**src/rtl/cache_pkg.sv**
```systemverilog
// Shared cache types and defaults for the L2 PLRU replacement tracker.
// Holds the default geometry, index typedefs and the tracker FSM states.
package cache_pkg;

  localparam int WAYS_DEF = 8;
  localparam int SETS_DEF = 16;

  typedef logic [$clog2(WAYS_DEF)-1:0] way_idx_t;
  typedef logic [$clog2(SETS_DEF)-1:0] set_idx_t;

  typedef enum logic {
    IDLE,
    FLUSH
  } plru_state_e;

endpackage

```
**src/rtl/plru_tree_logic.sv**
```systemverilog
// Combinational tree-PLRU walk: picks the victim leaf and computes the
// updated tree bits after touching the hit way or the victim.
module plru_tree_logic #(
  parameter int  WAYS = 8,
  localparam int WW   = $clog2(WAYS),
  localparam int NB   = WAYS - 1
) (
  input  logic [NB-1:0] tree,
  input  logic          hit,
  input  logic [WW-1:0] way,
  output logic [WW-1:0] touched,
  output logic [NB-1:0] tree_next
);

  localparam logic [WW-1:0] ONE = WW'(1);

  logic [WW-1:0] victim;
  logic [WW-1:0] nv;
  logic [WW-1:0] nu;
  logic          b;

  // Follow the tree bits from the root down to the least recently used leaf
  always_comb begin
    victim = '0;
    nv     = '0;
    for (int l = 0; l < WW; l++) begin
      victim[WW-1-l] = tree[nv];
      nv = (nv << 1) + ONE + (tree[nv] ? ONE : '0);
    end
  end

  assign touched = hit ? way : victim;

  // Point every node on the touched way's path away from that way
  always_comb begin
    tree_next = tree;
    nu        = '0;
    b         = 1'b0;
    for (int l = 0; l < WW; l++) begin
      b = touched[WW-1-l];
      tree_next[nu] = ~b;
      nu = (nu << 1) + ONE + (b ? ONE : '0);
    end
  end

endmodule

```
**src/rtl/plru_replacement.sv**
```systemverilog
// Per-set tree pseudo-LRU tracker with a sequential flush sweep.
// Optional PLRU_STATS_EN adds saturating hit/miss counters.
module plru_replacement
  import cache_pkg::*;
#(
  parameter int  WAYS = WAYS_DEF,
  parameter int  SETS = SETS_DEF,
  localparam int WW   = $clog2(WAYS),
  localparam int SW   = $clog2(SETS)
) (
  input  logic          clk,
  input  logic          rst,
  input  logic          acc_valid,
  output logic          acc_ready,
  input  logic [SW-1:0] acc_set,
  input  logic          acc_hit,
  input  logic [WW-1:0] acc_way,
  input  logic          flush_req,
  output logic          busy,
  output logic          rsp_valid,
  output logic          rsp_hit,
  output logic [WW-1:0] rsp_way
`ifdef PLRU_STATS_EN
  ,
  output logic [31:0]   hit_count,
  output logic [31:0]   miss_count
`endif
);

  localparam int NB = WAYS - 1;
  localparam logic [SW-1:0] LAST = SW'(SETS - 1);

  logic [NB-1:0] tree [SETS];
  plru_state_e   state;
  plru_state_e   state_nx;
  logic [SW-1:0] ptr;
  logic          accept;
  logic [NB-1:0] cur;
  logic [NB-1:0] nxt;
  logic [WW-1:0] touched;

  assign accept = acc_valid && acc_ready;
  assign cur    = tree[acc_set];

  plru_tree_logic #(.WAYS(WAYS)) u_tree (
    .tree      (cur),
    .hit       (acc_hit),
    .way       (acc_way),
    .touched   (touched),
    .tree_next (nxt)
  );

  // FSM state register
  always_ff @(posedge clk) begin
    if (rst) state <= IDLE;
    else     state <= state_nx;
  end

  // FSM next state: flush sweeps once, later requests are ignored
  always_comb begin
    state_nx = state;
    unique case (state)
      IDLE:    if (flush_req) state_nx = FLUSH;
      FLUSH:   if (ptr == LAST) state_nx = IDLE;
      default: state_nx = IDLE;
    endcase
  end

  // FSM outputs
  always_comb begin
    acc_ready = (state == IDLE);
    busy      = (state == FLUSH);
  end

  // Sweep pointer, parked at zero while idle
  always_ff @(posedge clk) begin
    if (rst)                ptr <= '0;
    else if (state == IDLE) ptr <= '0;
    else                    ptr <= ptr + SW'(1);
  end

  // Tree storage: bulk clear on reset, one set per cycle on flush
  always_ff @(posedge clk) begin
    if (rst) begin
      for (int i = 0; i < SETS; i++) tree[i] <= '0;
    end else if (state == FLUSH) begin
      tree[ptr] <= '0;
    end else if (accept) begin
      tree[acc_set] <= nxt;
    end
  end

  // Response registers, one cycle after acceptance
  always_ff @(posedge clk) begin
    if (rst) begin
      rsp_valid <= 1'b0;
      rsp_hit   <= 1'b0;
      rsp_way   <= '0;
    end else begin
      rsp_valid <= accept;
      if (accept) begin
        rsp_hit <= acc_hit;
        rsp_way <= touched;
      end
    end
  end

`ifdef PLRU_STATS_EN
  // Saturating hit/miss counters, untouched by flush
  always_ff @(posedge clk) begin
    if (rst) begin
      hit_count  <= '0;
      miss_count <= '0;
    end else if (accept) begin
      if (acc_hit && hit_count != '1)
        hit_count <= hit_count + 32'd1;
      if (!acc_hit && miss_count != '1)
        miss_count <= miss_count + 32'd1;
    end
  end
`endif

endmodule

```
**config.mk**
```make
export PLATFORM = sky130hd
export DESIGN_NAME = plru_replacement
export DESIGN_NICKNAME = d
export VERILOG_FILES = /design/src/rtl/cache_pkg.sv /design/src/rtl/plru_tree_logic.sv /design/src/rtl/plru_replacement.sv
export SDC_FILE = /design/constraint.sdc
export NUM_CORES = 1
export LEC_CHECK = 0
export CAP_MARGIN = 20
export CORE_ASPECT_RATIO = 0.9
export CORE_MARGIN = 4
export CORE_UTILIZATION = 55
export CTS_CLUSTER_DIAMETER = 30
export DETAILED_ROUTE_END_ITERATION = 7
export GPL_TIMING_DRIVEN = 1
export PLACE_DENSITY = 0.83
export SLEW_MARGIN = 40
export SYNTH_ARGS = -nofsm -noshare
export SYNTH_HDL_FRONTEND = slang
export SYNTH_SLANG_ARGS = --single-unit
```
**constraint.sdc**
```tcl
create_clock -name clk -period 2.45 [get_ports clk]
set_clock_uncertainty 0.15 [all_clocks]
set_input_delay 0.245 -clock clk [delete_from_list [all_inputs] [get_ports clk]]
set_output_delay 0.245 -clock clk [all_outputs]
set_load 0.03 [all_outputs]
```
==> reports/metrics.csv, run 1 <==
stage;metric;value;unit
placed_design;dpl cell area;6920;um^2
layout;area of the multi-input gates;2620;um^2
critical_path;Reg2Reg Depth;10;
timing;Least-Margin Pin Slew;0.566;ns
route;via count;4761;
logic_synthesis;Synth top area share;0.576;
clock_tree;H-Tree Depth;4;
clock_tree;clock root buffer;clkbuf_16;
placed_design;dpl hpwl;11200;um
critical_path;WP data arrival;2.75;ns
timing;post-layout worst setup margin;-0.292;ns
timing;setup violators final;97;
layout;Finished Cell Area;8170;um^2
run_status;failing checks;negative setup slack;
logic_synthesis;most frequent cell after synthesis;nor2_1;
power_and_ir_drop;total power;5.87;mW
layout;Layout Nets;598;
clock_tree;CTS Sinks;122;
global_route;number of global-route vias before repair;4670;
logic_synthesis;top_reg_cell synth;edfxtp_1;
logic_synthesis;syn nets;481;
logic_synthesis;Synth Area in Adders;0.00214;
route;via/cell ratio;6.55;
power_and_ir_drop;leak pwr;2.96;nW
logic_synthesis;xor/xnor share of the synthesized area;0.0105;
floorplan;initial core utilization;0.568;
timing;Fmax;365;MHz
layout;Synth-to-Final Area Change;39.9;%
logic_synthesis;Ys Warns;0;
logic_synthesis;largest family of logic cells by synthesized area;simple AND/OR/NAND/NOR gates;
critical_path;FF-to-FF Start;tree[7][2];
logic_synthesis;cell taking the most area after synthesis;edfxtp_1;
route;WL/cell;26.1;um
route;DRC violations left;0;
logic_synthesis;Simple-Gate Fraction of Synth Area;0.178;
route;Pre-antenna DRT Iters;5;
global_route;largest net degree at the start of global routing;19;
clock_tree;Clock transition at path regs;0.06;ns
hold_path;worst min-delay path class;register to register;
clock_tree;Clock Path Buffers;2;
placed_design;Place WS;-0.634;ns
logic_synthesis;post-synthesis async set-or-reset flop share;0;
placed_design;GPL Wtd Cong;1.01;
hold_path;Min-Delay Startpoint;rsp_hit;
critical_path;Worst setup startpoint;tree[7][2];
floorplan;Top Ports;19;
run_status;outcome;complete, but fails checks;
logic_synthesis;EDFF count, synth;112;
critical_path;R2R setup slack;-0.29;ns
timing;headroom to the max-slew limit;0.622;
logic_synthesis;dominant cells by area after synthesis;edfxtp_1, mux4_2, nor2_1;
logic_synthesis;Synth Area in Compound Gates;0.0450;
global_route;GRT overflow;0;
placed_design;PortBufs;18;
hold_path;hold-critical path depth;2;
global_route;gr usage total;0.283;
layout;share of layout cells above drive strength 1;0.468;
layout;antenna fix cells;0;
logic_synthesis;Synth Instances;468;
floorplan;die width;117;um
global_route;initial antenna violation count;0;
timing;max-slew violation count;0;
logic_synthesis;synthesized area per cell;12.5;um^2
logic_synthesis;multiplexer share of the synthesized area;0.123;
clock_tree;CTS Buf Count;17;
floorplan;CORE AREA;10300;um^2
clock_tree;clk_lat worst skew;0.42;ns
critical_path;r2r endpoint;tree[1][2];
timing;RSZ-0062 raised after global routing;yes;
logic_synthesis;count of different cell masters after synthesis;47;
timing;hold_ws;0.357;ns
layout;register area;3560;um^2
logic_synthesis;Syn Std Cell Area;5840;um^2
route;Post-DRT Antenna Nets;0;
critical_path;Critical Path Source Type;register;
flow_run;maxcap violations;0;
critical_path;Critical Path End Type;register;
clock_tree;# hold bufs at CTS;0;
power_and_ir_drop;Worst VDD drop;0.593;mV
floorplan;die area;12300;um^2
logic_synthesis;Synth Register Bits;122;
critical_path;critical path peak fanout;8;
logic_synthesis;top post-synthesis cells by count;nor2_1, edfxtp_1, nand2_1;
timing;final hold violations;0;
global_route;global-route wire length before repair;25700;um
route;DRT Wirelength;19000;um
layout;Fill cells;465;
route;DR iter-0 viols;794;
power_and_ir_drop;PD cells;718;nW/um^2
hold_path;hold path endpoint;rsp_hit;
clock_tree;TritonCTS clock tree;yes;
timing;crit share post-route;1.12;
timing;fin crit period;2.74;ns
logic_synthesis;register area share after synthesis;0.610;
floorplan;Die Ht;106;um
critical_path;Critical Path RT;2.46;ns
floorplan;floorplan row count;35;
critical_path;Worst Setup Path Type;register to register;
[kinds of logic (layout without fill, tap and decap cells)]
logic type                 after synthesis  in the layout
DFF                                    122            122
xor gates and xnor gates                 7              7
buffers and inverters                   33            163
and+or+nand+nor                        235            235
muxes                                   34             34
adders and majority gates                1              1
AOI/OAI and AO/OA                       36             36
[cells in the final DEF (no fill, tap or decap), types with 4 or more instances in the layout]
| cell | n |
|---|---|
| nand3_1 | 12 |
| nand2b_4 | 5 |
| clkbuf_16 | 20 |
| a21oi_1 | 6 |
| nor2_1 | 57 |
| edfxtp_1 | 112 |
| nand2_1 | 48 |
| dfxtp_1 | 10 |
| buf_6 | 13 |
| buf_12 | 8 |
| nor2_4 | 39 |
| clkdlybuf4s50_1 | 15 |
| inv_1 | 5 |
| nor2b_1 | 6 |
| nor2_2 | 34 |
| mux4_1 | 4 |
| a22oi_2 | 8 |
| buf_4 | 84 |
| nand2b_1 | 14 |
| mux4_2 | 24 |
[worst max-delay path, cell delays in order (launching register included)]
cell	delay [ns]
edfxtp_1	0.38
mux4_2	0.51
a22oi_2	0.26
nand3_2	0.17
buf_6	0.17
a21oi_2	0.17
a21oi_1	0.12
o21ai_2	0.14
buf_4	0.17
buf_12	0.16
nor2_1	0.07
[stage by stage]
| step | TNS [ns] | utilization | instances |
|---|---|---|---|
| after floorplan | -0.367 | - | 468 |
| after global placement | -57.23 | 0.673 | 687 |
| after detailed placement | -70.09 | 0.673 | 687 |
| after CTS | -0.979 | 0.742 | 722 |
| after global routing | -17.76 | 0.794 | 727 |
| final | -11.90 | 0.794 | 727 |
[area by class of cell]
| cell class | instances | area share |
|---|---|---|
| clock buffer | 19 | 0.0554 |
| clock inverter | 13 | 0.0202 |
| inverter | 5 | 0.00230 |
| multi-input combinational | 313 | 0.321 |
| sequential | 122 | 0.436 |
| tap | 129 | 0.0197 |
| timing repair buffer | 126 | 0.145 |
[where the power goes]
part           total (mW)  switching [mW]  internal [mW]  leakage, nW
clock network        2.63           0.966           1.66        0.304
logic               0.855           0.480          0.375         1.42
registers            2.39          0.0344           2.35         1.24
[layer usage]
layer,global-route usage,routed length (um),up-vias
li1,-,-,1923
met1,0.350,6430,2305
met2,0.473,9410,410
met3,0.0695,1960,123
met4,0.121,1200,0
met5,0,0,-
[sequential cells by signal, summed over array words and instances (netlist names)]
signal	count
rsp_valid	1
tree	112
rsp_hit	1
busy	1
ptr	4
rsp_way	3
[worst max-delay path by stage]
stage / slack [ns] / to / cells after the start
floorplan: -0.05 / tree[6][4] / 10
global placement: -0.57 / tree[14][4] / 11
detailed placement: -0.63 / tree[15][4] / 10
CTS: -0.06 / tree[0][4] / 8
global route: -0.34 / tree[1][2] / 10
finish: -0.29 / tree[1][2] / 10
[what timing repair did]
item                       in CTS  in global routing
gates cloned                    1                  2
setup endpoints to repair      97                130
hold endpoints to repair        0                  0
pin swaps                       5                  6
resized for setup              18                127
buffers inserted                2                  3
(Power assumes the default switching activity.)
==> run 2: changes to the inputs <==
--- a/config.mk
+++ b/config.mk
@@ -8,11 +8,11 @@
 export CAP_MARGIN = 20
 export CORE_ASPECT_RATIO = 0.9
 export CORE_MARGIN = 4
-export CORE_UTILIZATION = 55
+export CORE_UTILIZATION = 46
 export CTS_CLUSTER_DIAMETER = 30
 export DETAILED_ROUTE_END_ITERATION = 7
 export GPL_TIMING_DRIVEN = 1
-export PLACE_DENSITY = 0.83
+export PLACE_DENSITY = 0.72
 export SLEW_MARGIN = 40
 export SYNTH_ARGS = -nofsm -noshare
 export SYNTH_HDL_FRONTEND = slang
==> run 2 against run 1 <==
  * The run still ends with negative setup slack left
  * Routed wire length fell by 18%
  * Fmax rose by 7.1%
  * Clock-buffer cell count is 1 lower
  * Setup slack better by 0.18 ns
  * Global-route usage fell by 6.5 points
  * Sequential share of layout area increased by 1.8 points
  * Via count is 9.2% lower
==> reports/metrics.csv, run 2 (synthesized netlist as in run 1, its figures left out) <==
stage;metric;value;unit
run_status;outcome;complete, but fails checks;
run_status;failing checks;negative setup slack;
route;DRC violations left;0;
layout;Fill cells;862;
timing;Fmax;391;MHz
placed_design;GPL Wtd Cong;0.898;
layout;Layout Nets;599;
route;Post-DRT Antenna Nets;0;
route;DRT Wirelength;15600;um
clock_tree;clock root buffer;clkbuf_16;
floorplan;die area;14600;um^2
clock_tree;Clock Path Buffers;2;
timing;setup_tns;-3.47;ns
critical_path;Critical Path RT;2.48;ns
timing;setup violators final;66;
timing;Least-Margin Pin Slew;0.458;ns
timing;headroom to the max-slew limit;0.693;
floorplan;Top Ports;19;
timing;final hold violations;0;
critical_path;Worst setup startpoint;tree[7][0];
layout;area of the multi-input gates;2290;um^2
clock_tree;TritonCTS clock tree;yes;
critical_path;Critical Path Source Type;register;
timing;post-layout worst setup margin;-0.111;ns
floorplan;CORE AREA;12200;um^2
floorplan;floorplan row count;38;
layout;Top reg by flops;tree;
layout;Synth-to-Final Area Change;34.5;%
layout;flip-flop count of the largest register after layout;112;
layout;utilization after layout;0.643;
clock_tree;CTS Buf Count;17;
route;via count;4323;
global_route;largest net degree at the start of global routing;22;
clock_tree;CTS Sinks;122;
power_and_ir_drop;PD cells;729;nW/um^2
critical_path;Critical Path End Type;register;
critical_path;r2r endpoint;tree[1][2];
layout;share of layout cells above drive strength 1;0.364;
floorplan;die width;127;um
layout;antenna fix cells;0;
layout;commonest cells after routing, fill and taps aside;edfxtp_1, nor2_1, buf_4, nand2_1, mux4_2;
timing;crit share post-route;1.05;
power_and_ir_drop;Worst VDD drop;0.511;mV
clock_tree;H-Tree Depth;4;
global_route;gr usage total;0.218;
critical_path;Reg2Reg Depth;9;
critical_path;critical path peak fanout;8;
hold_path;worst min-delay path class;primary input to register;
timing;RSZ-0062 raised after global routing;yes;
floorplan;initial core utilization;0.478;
layout;commonest non-fill, non-tap cell in the layout;edfxtp_1;
timing;max-slew violation count;0;
timing;hold_ws;0.310;ns
clock_tree;clk_lat worst skew;0.42;ns
global_route;GRT overflow;0;
placed_design;dpl hpwl;10800;um
global_route;global-route wire length before repair;23600;um
placed_design;PortBufs;18;
clock_tree;Clock transition at path regs;0.06;ns
timing;fin crit period;2.56;ns
power_and_ir_drop;leak pwr;2.92;nW
route;via/cell ratio;5.70;
critical_path;critical path endpoint;tree[1][2];
critical_path;FF-to-FF Start;tree[7][0];
global_route;initial antenna violation count;0;
layout;biggest regs;tree (112), ptr (4), rsp_way (3);
route;DR iter-0 viols;494;
floorplan;Die Ht;115;um
route;Pre-antenna DRT Iters;5;
critical_path;Worst Setup Path Type;register to register;
critical_path;R2R setup slack;-0.11;ns
flow_run;maxcap violations;0;
global_route;number of global-route vias before repair;4368;
route;WL/cell;20.5;um
layout;register area;3560;um^2
critical_path;WP data arrival;2.59;ns
[run 2: cell count changes in the layout (fill, tap and decap cells not counted), moves of 3 or more]
cell | previous run | this run
buf_4 | 84 | 91
buf_6 | 13 | 6
inv_6 | 3 | 0
nor2_2 | 34 | 14
a22oi_2 | 8 | 5
a22oi_1 | 0 | 3
nor2_1 | 57 | 107
nor2_4 | 39 | 9
[run 2: per-stage QoR]
step,setup slack (ns),std cells,instance area (um^2),power (mW)
4_1_cts,-0.0477,753,7640,5.67
3_3_place_gp,-0.440,720,7000,3.08
6_report,-0.111,759,7860,5.73
3_5_place_dp,-0.449,720,7000,3.09
5_1_grt,-0.181,759,7860,5.90
2_1_floorplan,-0.0455,468,5920,2.78
[run 2: layout make-up]
cell class | count | area share
inverters | 5 | 0.00239
well taps | 160 | 0.0255
multi-input cells | 313 | 0.291
clock buffers | 18 | 0.0546
flip-flops and latches | 122 | 0.454
repair buffers | 127 | 0.150
clock inverters | 14 | 0.0228
[run 2: worst min-delay path by stage]
stage                           from    endpoint  slack [ns]  cells past startpoint
after floorplan            flush_req        busy        0.25                      2
after global placement    rsp_way[1]  rsp_way[1]        0.33                      2
after detailed placement     rsp_hit     rsp_hit        0.35                      2
after CTS                  flush_req        busy        0.31                      3
after global routing       flush_req        busy        0.37                      3
final                      flush_req        busy        0.31                      3
[run 2: critical path, cell delays in order (launching register included)]
cell,delay (ns)
edfxtp_1,0.40
mux4_2,0.51
a22oi_2,0.29
nand3_4,0.16
buf_6,0.16
xor2_2,0.14
o21ai_2,0.15
buf_6,0.14
clkbuf_16,0.17
nor2_1,0.05
[run 2: what timing repair did]
action,in CTS,in global routing
pin swaps,4,5
cloned,0,2
resized for setup,7,34
setup buffers,1,4
hold buffers,0,0
endpoints found under the setup margin,92,101
[run 2: layer usage]
metal,vias to the layer above,part of all wire,track usage
met4,0,0.021,0.0686
met2,187,0.50,0.364
met1,2175,0.40,0.281
met5,-,0,0
li1,1926,-,-
met3,35,0.075,0.0599
[run 2: power breakdown]
| group | internal [mW] | switching (mW) |
|---|---|---|
| clock network | 1.68 | 0.904 |
| logic | 0.364 | 0.392 |
| registers | 2.35 | 0.0327 |
| total | 4.40 | 1.33 |
